$ cat src/rtl/l1s_pkg.sv
// Shared types and widths for the layer-1 streamer.
package l1s_pkg;

  localparam int DATA_W  = 13;
  localparam int ADDR_W  = 12;
  localparam int CSUM_W  = 16;
  localparam int ENTRY_W = DATA_W + 1;

  typedef enum logic [1:0] {
    ST_IDLE  = 2'd0,
    ST_READ  = 2'd1,
    ST_DRAIN = 2'd2,
    ST_DONE  = 2'd3
  } state_t;

  function automatic logic [ENTRY_W-1:0] pack_entry(input logic last, input logic [DATA_W-1:0] data);
    return {last, data};
  endfunction

endpackage

$ cat src/rtl/l1s_fifo.sv
// Synchronous FIFO with data+last entries; head is presented combinationally from storage.
module l1s_fifo
  import l1s_pkg::*;
#(
  parameter int DEPTH = 4,
  parameter int W     = ENTRY_W
) (
  input  logic                     clk,
  input  logic                     reset,
  input  logic                     push,
  input  logic [W-1:0]             push_data,
  input  logic                     pop,
  output logic [W-1:0]             head,
  output logic                     full,
  output logic                     empty,
  output logic [$clog2(DEPTH):0]   count
);

  localparam int AW = $clog2(DEPTH);

  logic [W-1:0]  r_mem [DEPTH];
  logic [AW-1:0] r_wr_ptr;
  logic [AW-1:0] r_rd_ptr;
  logic [AW:0]   r_count;
  logic          w_do_push;
  logic          w_do_pop;

  assign empty     = (r_count == (AW+1)'(0));
  assign full      = (r_count == (AW+1)'(DEPTH));
  assign count     = r_count;
  assign head      = r_mem[r_rd_ptr];
  // a push at full is allowed when the same cycle frees the head slot
  assign w_do_pop  = pop && !empty;
  assign w_do_push = push && (!full || w_do_pop);

  // storage, pointers and occupancy
  always_ff @(posedge clk or posedge reset) begin
    if (reset) begin
      for (int i = 0; i < DEPTH; i++) begin
        r_mem[i] <= {W{1'b0}};
      end
      r_wr_ptr <= {AW{1'b0}};
      r_rd_ptr <= {AW{1'b0}};
      r_count  <= {(AW+1){1'b0}};
    end else begin
      if (w_do_push) begin
        r_mem[r_wr_ptr] <= push_data;
        r_wr_ptr        <= r_wr_ptr + AW'(1);
      end
      if (w_do_pop) begin
        r_rd_ptr <= r_rd_ptr + AW'(1);
      end
      case ({w_do_push, w_do_pop})
        2'b10:   r_count <= r_count + (AW+1)'(1);
        2'b01:   r_count <= r_count - (AW+1)'(1);
        default: r_count <= r_count;
      endcase
    end
  end

endmodule

$ cat src/rtl/l1_streamer.sv
// Streams NPIX layer-1 pixels from memory to a ready/valid port through a credit-limited FIFO.
// Define L1S_CHECKSUM_EN to enable the running 16-bit pixel checksum.
module l1_streamer
  import l1s_pkg::*;
#(
  parameter int NPIX       = 1024,
  parameter int FIFO_DEPTH = 4,
  parameter int BASE_ADDR  = 0
) (
  input  logic              clk,
  input  logic              reset,
  input  logic              start,
  output logic              busy,
  output logic              crd,
  output logic              csel,
  output logic [ADDR_W-1:0] caddr_rd,
  input  logic [DATA_W-1:0] cdata_rd,
  output logic              out_valid,
  input  logic              out_ready,
  output logic [DATA_W-1:0] out_data,
  output logic              out_last,
  output logic              done,
  output logic [CSUM_W-1:0] checksum
);

  localparam int NW  = ADDR_W + 1;
  localparam int FCW = $clog2(FIFO_DEPTH) + 1;
  localparam int CW  = $clog2(FIFO_DEPTH) + 2;
  localparam logic [NW-1:0] LAST_N = NW'(NPIX - 1);

  state_t             r_state;
  logic               r_busy;
  logic               r_done;
  logic               r_crd;
  logic               r_crd_last;
  logic [ADDR_W-1:0]  r_addr;
  logic [NW-1:0]      r_n;
  logic               r_rd_vld;
  logic               r_rd_last;

  logic [ENTRY_W-1:0] w_head;
  logic               w_full;
  logic               w_empty;
  logic [FCW-1:0]     w_count;
  logic               w_pop;
  logic [CW-1:0]      w_occ;
  logic               w_credit;
  logic               w_drained;

  l1s_fifo #(.DEPTH(FIFO_DEPTH), .W(ENTRY_W)) u_fifo (
    .clk       (clk),
    .reset     (reset),
    .push      (r_rd_vld),
    .push_data (pack_entry(r_rd_last, cdata_rd)),
    .pop       (w_pop),
    .head      (w_head),
    .full      (w_full),
    .empty     (w_empty),
    .count     (w_count)
  );

  assign out_valid = !w_empty;
  assign out_data  = w_head[DATA_W-1:0];
  assign out_last  = w_head[DATA_W];
  assign w_pop     = out_valid && out_ready;
  assign busy      = r_busy;
  assign done      = r_done;
  assign crd       = r_crd;
  assign csel      = r_crd;
  assign caddr_rd  = r_addr;

  // buffered + in-flight entries after this edge must leave room for one more read
  assign w_occ     = CW'(w_count) + CW'(r_rd_vld) + CW'(r_crd);
  assign w_credit  = !w_full && (w_occ < (CW'(FIFO_DEPTH) + CW'(w_pop)));
  assign w_drained = !r_crd && !r_rd_vld && (CW'(w_count) == CW'(w_pop));

  // control FSM, read issue and read-return pipeline
  always_ff @(posedge clk or posedge reset) begin
    if (reset) begin
      r_state    <= ST_IDLE;
      r_busy     <= 1'b0;
      r_done     <= 1'b0;
      r_crd      <= 1'b0;
      r_crd_last <= 1'b0;
      r_addr     <= {ADDR_W{1'b0}};
      r_n        <= {NW{1'b0}};
      r_rd_vld   <= 1'b0;
      r_rd_last  <= 1'b0;
    end else begin
      r_rd_vld  <= r_crd;
      r_rd_last <= r_crd_last;
      r_crd     <= 1'b0;
      r_done    <= 1'b0;
      case (r_state)
        ST_IDLE: begin
          // first read goes out with the start edge to meet the two-cycle latency
          if (start) begin
            r_busy     <= 1'b1;
            r_crd      <= 1'b1;
            r_crd_last <= (NPIX == 1);
            r_addr     <= ADDR_W'(BASE_ADDR);
            r_n        <= NW'(1);
            r_state    <= (NPIX == 1) ? ST_DRAIN : ST_READ;
          end
        end
        ST_READ: begin
          if (w_credit) begin
            r_crd      <= 1'b1;
            r_crd_last <= (r_n == LAST_N);
            r_addr     <= ADDR_W'(BASE_ADDR) + r_n[ADDR_W-1:0];
            r_n        <= r_n + NW'(1);
            if (r_n == LAST_N) begin
              r_state <= ST_DRAIN;
            end
          end
        end
        ST_DRAIN: begin
          if (w_drained) begin
            r_state <= ST_DONE;
            r_done  <= 1'b1;
          end
        end
        ST_DONE: begin
          r_busy  <= 1'b0;
          r_state <= ST_IDLE;
        end
        default: begin
          r_state <= ST_IDLE;
        end
      endcase
    end
  end

`ifdef L1S_CHECKSUM_EN
  logic [CSUM_W-1:0] r_csum;

  // running sum of transferred pixels, cleared by an accepted start
  always_ff @(posedge clk or posedge reset) begin
    if (reset) begin
      r_csum <= {CSUM_W{1'b0}};
    end else if ((r_state == ST_IDLE) && start) begin
      r_csum <= {CSUM_W{1'b0}};
    end else if (w_pop) begin
      r_csum <= r_csum + CSUM_W'(out_data);
    end
  end

  assign checksum = r_csum;
`else
  assign checksum = {CSUM_W{1'b0}};
`endif

endmodule

$ cat config.mk
export PLATFORM = sky130hd
export DESIGN_NAME = l1_streamer
export DESIGN_NICKNAME = d
export VERILOG_FILES = /design/src/rtl/l1s_pkg.sv /design/src/rtl/l1s_fifo.sv /design/src/rtl/l1_streamer.sv
export SDC_FILE = /design/constraint.sdc
export NUM_CORES = 1
export LEC_CHECK = 0
export ABC_AREA = 1
export BUFFER_PORTS_ARGS = -buffer_cell sky130_fd_sc_hd__buf_2
export CAP_MARGIN = 0
export CORE_MARGIN = 5
export CORE_UTILIZATION = 40
export DETAILED_ROUTE_END_ITERATION = 6
export GPL_TIMING_DRIVEN = 1
export REMOVE_ABC_BUFFERS = 1
export SLEW_MARGIN = 20
export SYNTH_ARGS = -nofsm -noshare
export SYNTH_HDL_FRONTEND = slang
export SYNTH_SLANG_ARGS = --single-unit
$ cat constraint.sdc
create_clock -name clk -period 8.2 [get_ports clk]
set_input_delay 0.41 -clock clk [delete_from_list [all_inputs] [get_ports clk]]
set_output_delay 0.41 -clock clk [all_outputs]
set_load 0.02 [all_outputs]
==> qor.csv <==
metric,value,unit
Fin Setup TNS,0,ps
RSZ-0062 raised after global routing,no,
root buf cell,clkbuf_16,
"Distinct cells, synth",29,
total power,2.02,mW
Die Width,119,um
Logic pwr share,0.400,
Post-CTS Setup Repair Bufs,0,
GR Layer Usage met3,0.0431,
max_cap viols,0,
Post-Place Setup Slack,5550,ps
Post-synth top cells,"nand2_1, dfrtp_1, o21ai_0",
max_slew headroom,0.424,
Wirelength per Cell,13.4,um
CTS resizes,0,
Sw Pwr,854,uW
Fin Hold WS,161,ps
sequential power share,0.374,
Area Overhead vs Synth,12.2,%
"Slowest-stage cell, CP",dfrtp_1,
Global Route Usage Sum,0.153,
CP Max Fanout,30,
Tmin final,2960,ps
RR Startpoint,crd$_DFF_PP0_,
"FF+latch count, synth",96,
endpoint type of the worst setup path,output pin,
Die ar.,14100,sq um
first drt pass iteration count,4,
"Cell Area, Synth",4740,sq um
pwr/cell area,381,nW/um^2
first-pass GRT wire length,18000,um
final setup margin,5240,ps
Setup-failing EPs final,0,
initial antenna violation count,0,
Die Ht,119,um
R2R cell count,10,
routed via count,3750,
total wire length,10200,um
M1 GR Usage,0.192,
Yosys warnings,0,
f_max,338,MHz
Core Area,11500,sq um
share of cells above drive strength 1,0.135,
Final Cycle Share,0.361,
DRC violations left,0,
port buffer count,47,
Most Crowded Layer GR,met2,
clock sinks,96,
"slowest stage delay, CP",900,ps
Clock power frac,0.226,
Worst-Margin Slew,864,ps
First DRT Iteration DRCs,209,
Nets,642,
CTS tree,done,
Required @ worst endpoint,7790,ps
cell taking the most area after synthesis,dfrtp_1,
status,completed,
GRT overflow,0,
Worst Skew,10.2,ps
R2R Setup Slk,5740,ps
clock tree buffer depth,2,
Core Rows,39,
worst vdd ir,163,uV
top-area cell type share of the netlist area,0.507,
CP cell instances,inv_1 -> o21ai_0 -> o22ai_1 -> buf_2,
worst hold path type,in2async,
clock transition at the registers of the reported paths,70,ps
dominant cells by area after synthesis,"dfrtp_1, nand2_1, o21ai_0",
Worst Setup SP,u_fifo.r_rd_ptr[0]$_DFFE_PP0P_,
Post-synth EDFFs,0,
Switching Share,0.422,
CTS H-tree lvls,3,
Mean Syn Cell Area,8.24,sq um
CP startpoint kind,flop,
count of hold-fix buffers inserted at cts,0,
clock latency on the worst-skew pair,340,ps
"Async S/R FF share, synth",1.00,
Final Hold Viols,0,
Inserted Diodes,0,
final standard cell area without fillers,5310,sq um
Via density,4.93,
via count of the first global-routing pass,3772,
LEAKAGE,2.77,nW
most frequent cell after synthesis,nand2_1,
filler instances,1196,
max-slew violations,0,
Post-Syn Instances,575,
Cell Int Power,1.17,mW
crit path kind,reg2out,
crit path DAT,2550,ps
Post-DP HPWL,6900,um
GP Congestion,0.856,
Final ANT Viol Nets,0,
met2 usage,0.266,
ys flop type,dfrtp_1,
pin count of the biggest net entering global routing,55,
CTS Buf Count,9,
io pins,64,
reg2reg end,r_n[12]$_DFFE_PP0P_,
DP Area,4990,sq um
Initial Util,0.411,
"Seq/Total Area, Yosys",0.507,
cell usage in the layout, fill, tap and decap left out, types with 2 or more instances in the layout:
cell type | netlist | routed
inv_6 | 0 | 2
nor2_2 | 2 | 2
nand3_1 | 16 | 16
nand2_2 | 5 | 5
ha_1 | 11 | 11
inv_1 | 43 | 42
a21oi_1 | 2 | 2
nand4_1 | 9 | 9
nor2_1 | 54 | 54
bufinv_16 | 0 | 2
nand2_4 | 3 | 3
clkinv_2 | 0 | 3
dfrtp_1 | 96 | 96
conb_1 | 1 | 16
clkbuf_16 | 0 | 9
o21ai_0 | 89 | 89
buf_2 | 8 | 47
nand3_2 | 2 | 2
fa_1 | 2 | 2
nand2_1 | 169 | 169
inv_2 | 5 | 5
xor2_1 | 9 | 9
o22ai_1 | 14 | 14
worst max-delay path: cells and delay by family (launching register included):
| kind | cells | cell delay, ps |
|---|---|---|
| AOI/OAI and AO/OA | 2 | 470 |
| DFF | 1 | 900 |
| buffers and inverters | 2 | 820 |
how the worst max path moves through the flow:
stage	slack, ps	to
floorplan	5280	busy$_DFFE_PP0P_
global placement	5710	out_last
detailed placement	5550	out_data[0]
CTS	5180	out_data[0]
global route	4930	out_data[7]
finish	5240	out_data[0]
sequential cells by signal (all words and copies together) (netlist names), 2 cells and up:
signal           flops
r_state              2
u_fifo.r_rd_ptr      2
u_fifo.r_mem        56
r_n                 13
u_fifo.count         3
caddr_rd            12
u_fifo.r_wr_ptr      2
per-layer routing:
metal / vias to the layer above / part of all wire
li1: 1881 / -
met1: 1780 / 0.46
met2: 78 / 0.49
met3: 11 / 0.046
met4: 0 / 0.0083
met5: - / 0
power by group through the flow:
stage / Combinational, mW / Sequential [mW] / Clock [mW]
after floorplan: 0.594 / 0.739 / 0
after global placement: 0.797 / 0.759 / 0
after global routing: 0.932 / 0.784 / 0.491
after CTS: 0.824 / 0.760 / 0.470
after detailed placement: 0.819 / 0.768 / 0
final: 0.810 / 0.758 / 0.457
stage by stage:
step | instances | util
after floorplan | 553 | -
after global placement | 744 | 0.433
after detailed placement | 744 | 0.433
after CTS | 760 | 0.461
after global routing | 760 | 0.461
final | 760 | 0.461
final cells by class:
type,count,area (sq um),area share
clock inverter,6,87.6,0.0165
clock buffer,10,239,0.0450
sequential,96,2400,0.452
timing repair buffer,48,243,0.0457
tap,143,179,0.0337
multi-input combinational,408,1980,0.372
inverter,49,185,0.0349
cell families (layout without fill, tap and decap cells):
| group | count (synthesis) | count (layout) | share of synthesized area |
|---|---|---|---|
| simple gates | 263 | 263 | 0.232 |
| compound gates | 106 | 106 | 0.116 |
| flops | 96 | 96 | 0.507 |
| buf+inv | 86 | 113 | 0.0872 |
| fa+ha+maj | 13 | 13 | 0.0375 |
| xor+xnor | 10 | 10 | 0.0185 |
| other cells | 1 | 16 | 0.000792 |
No activity file was read; power rests on OpenSTA's default activity.
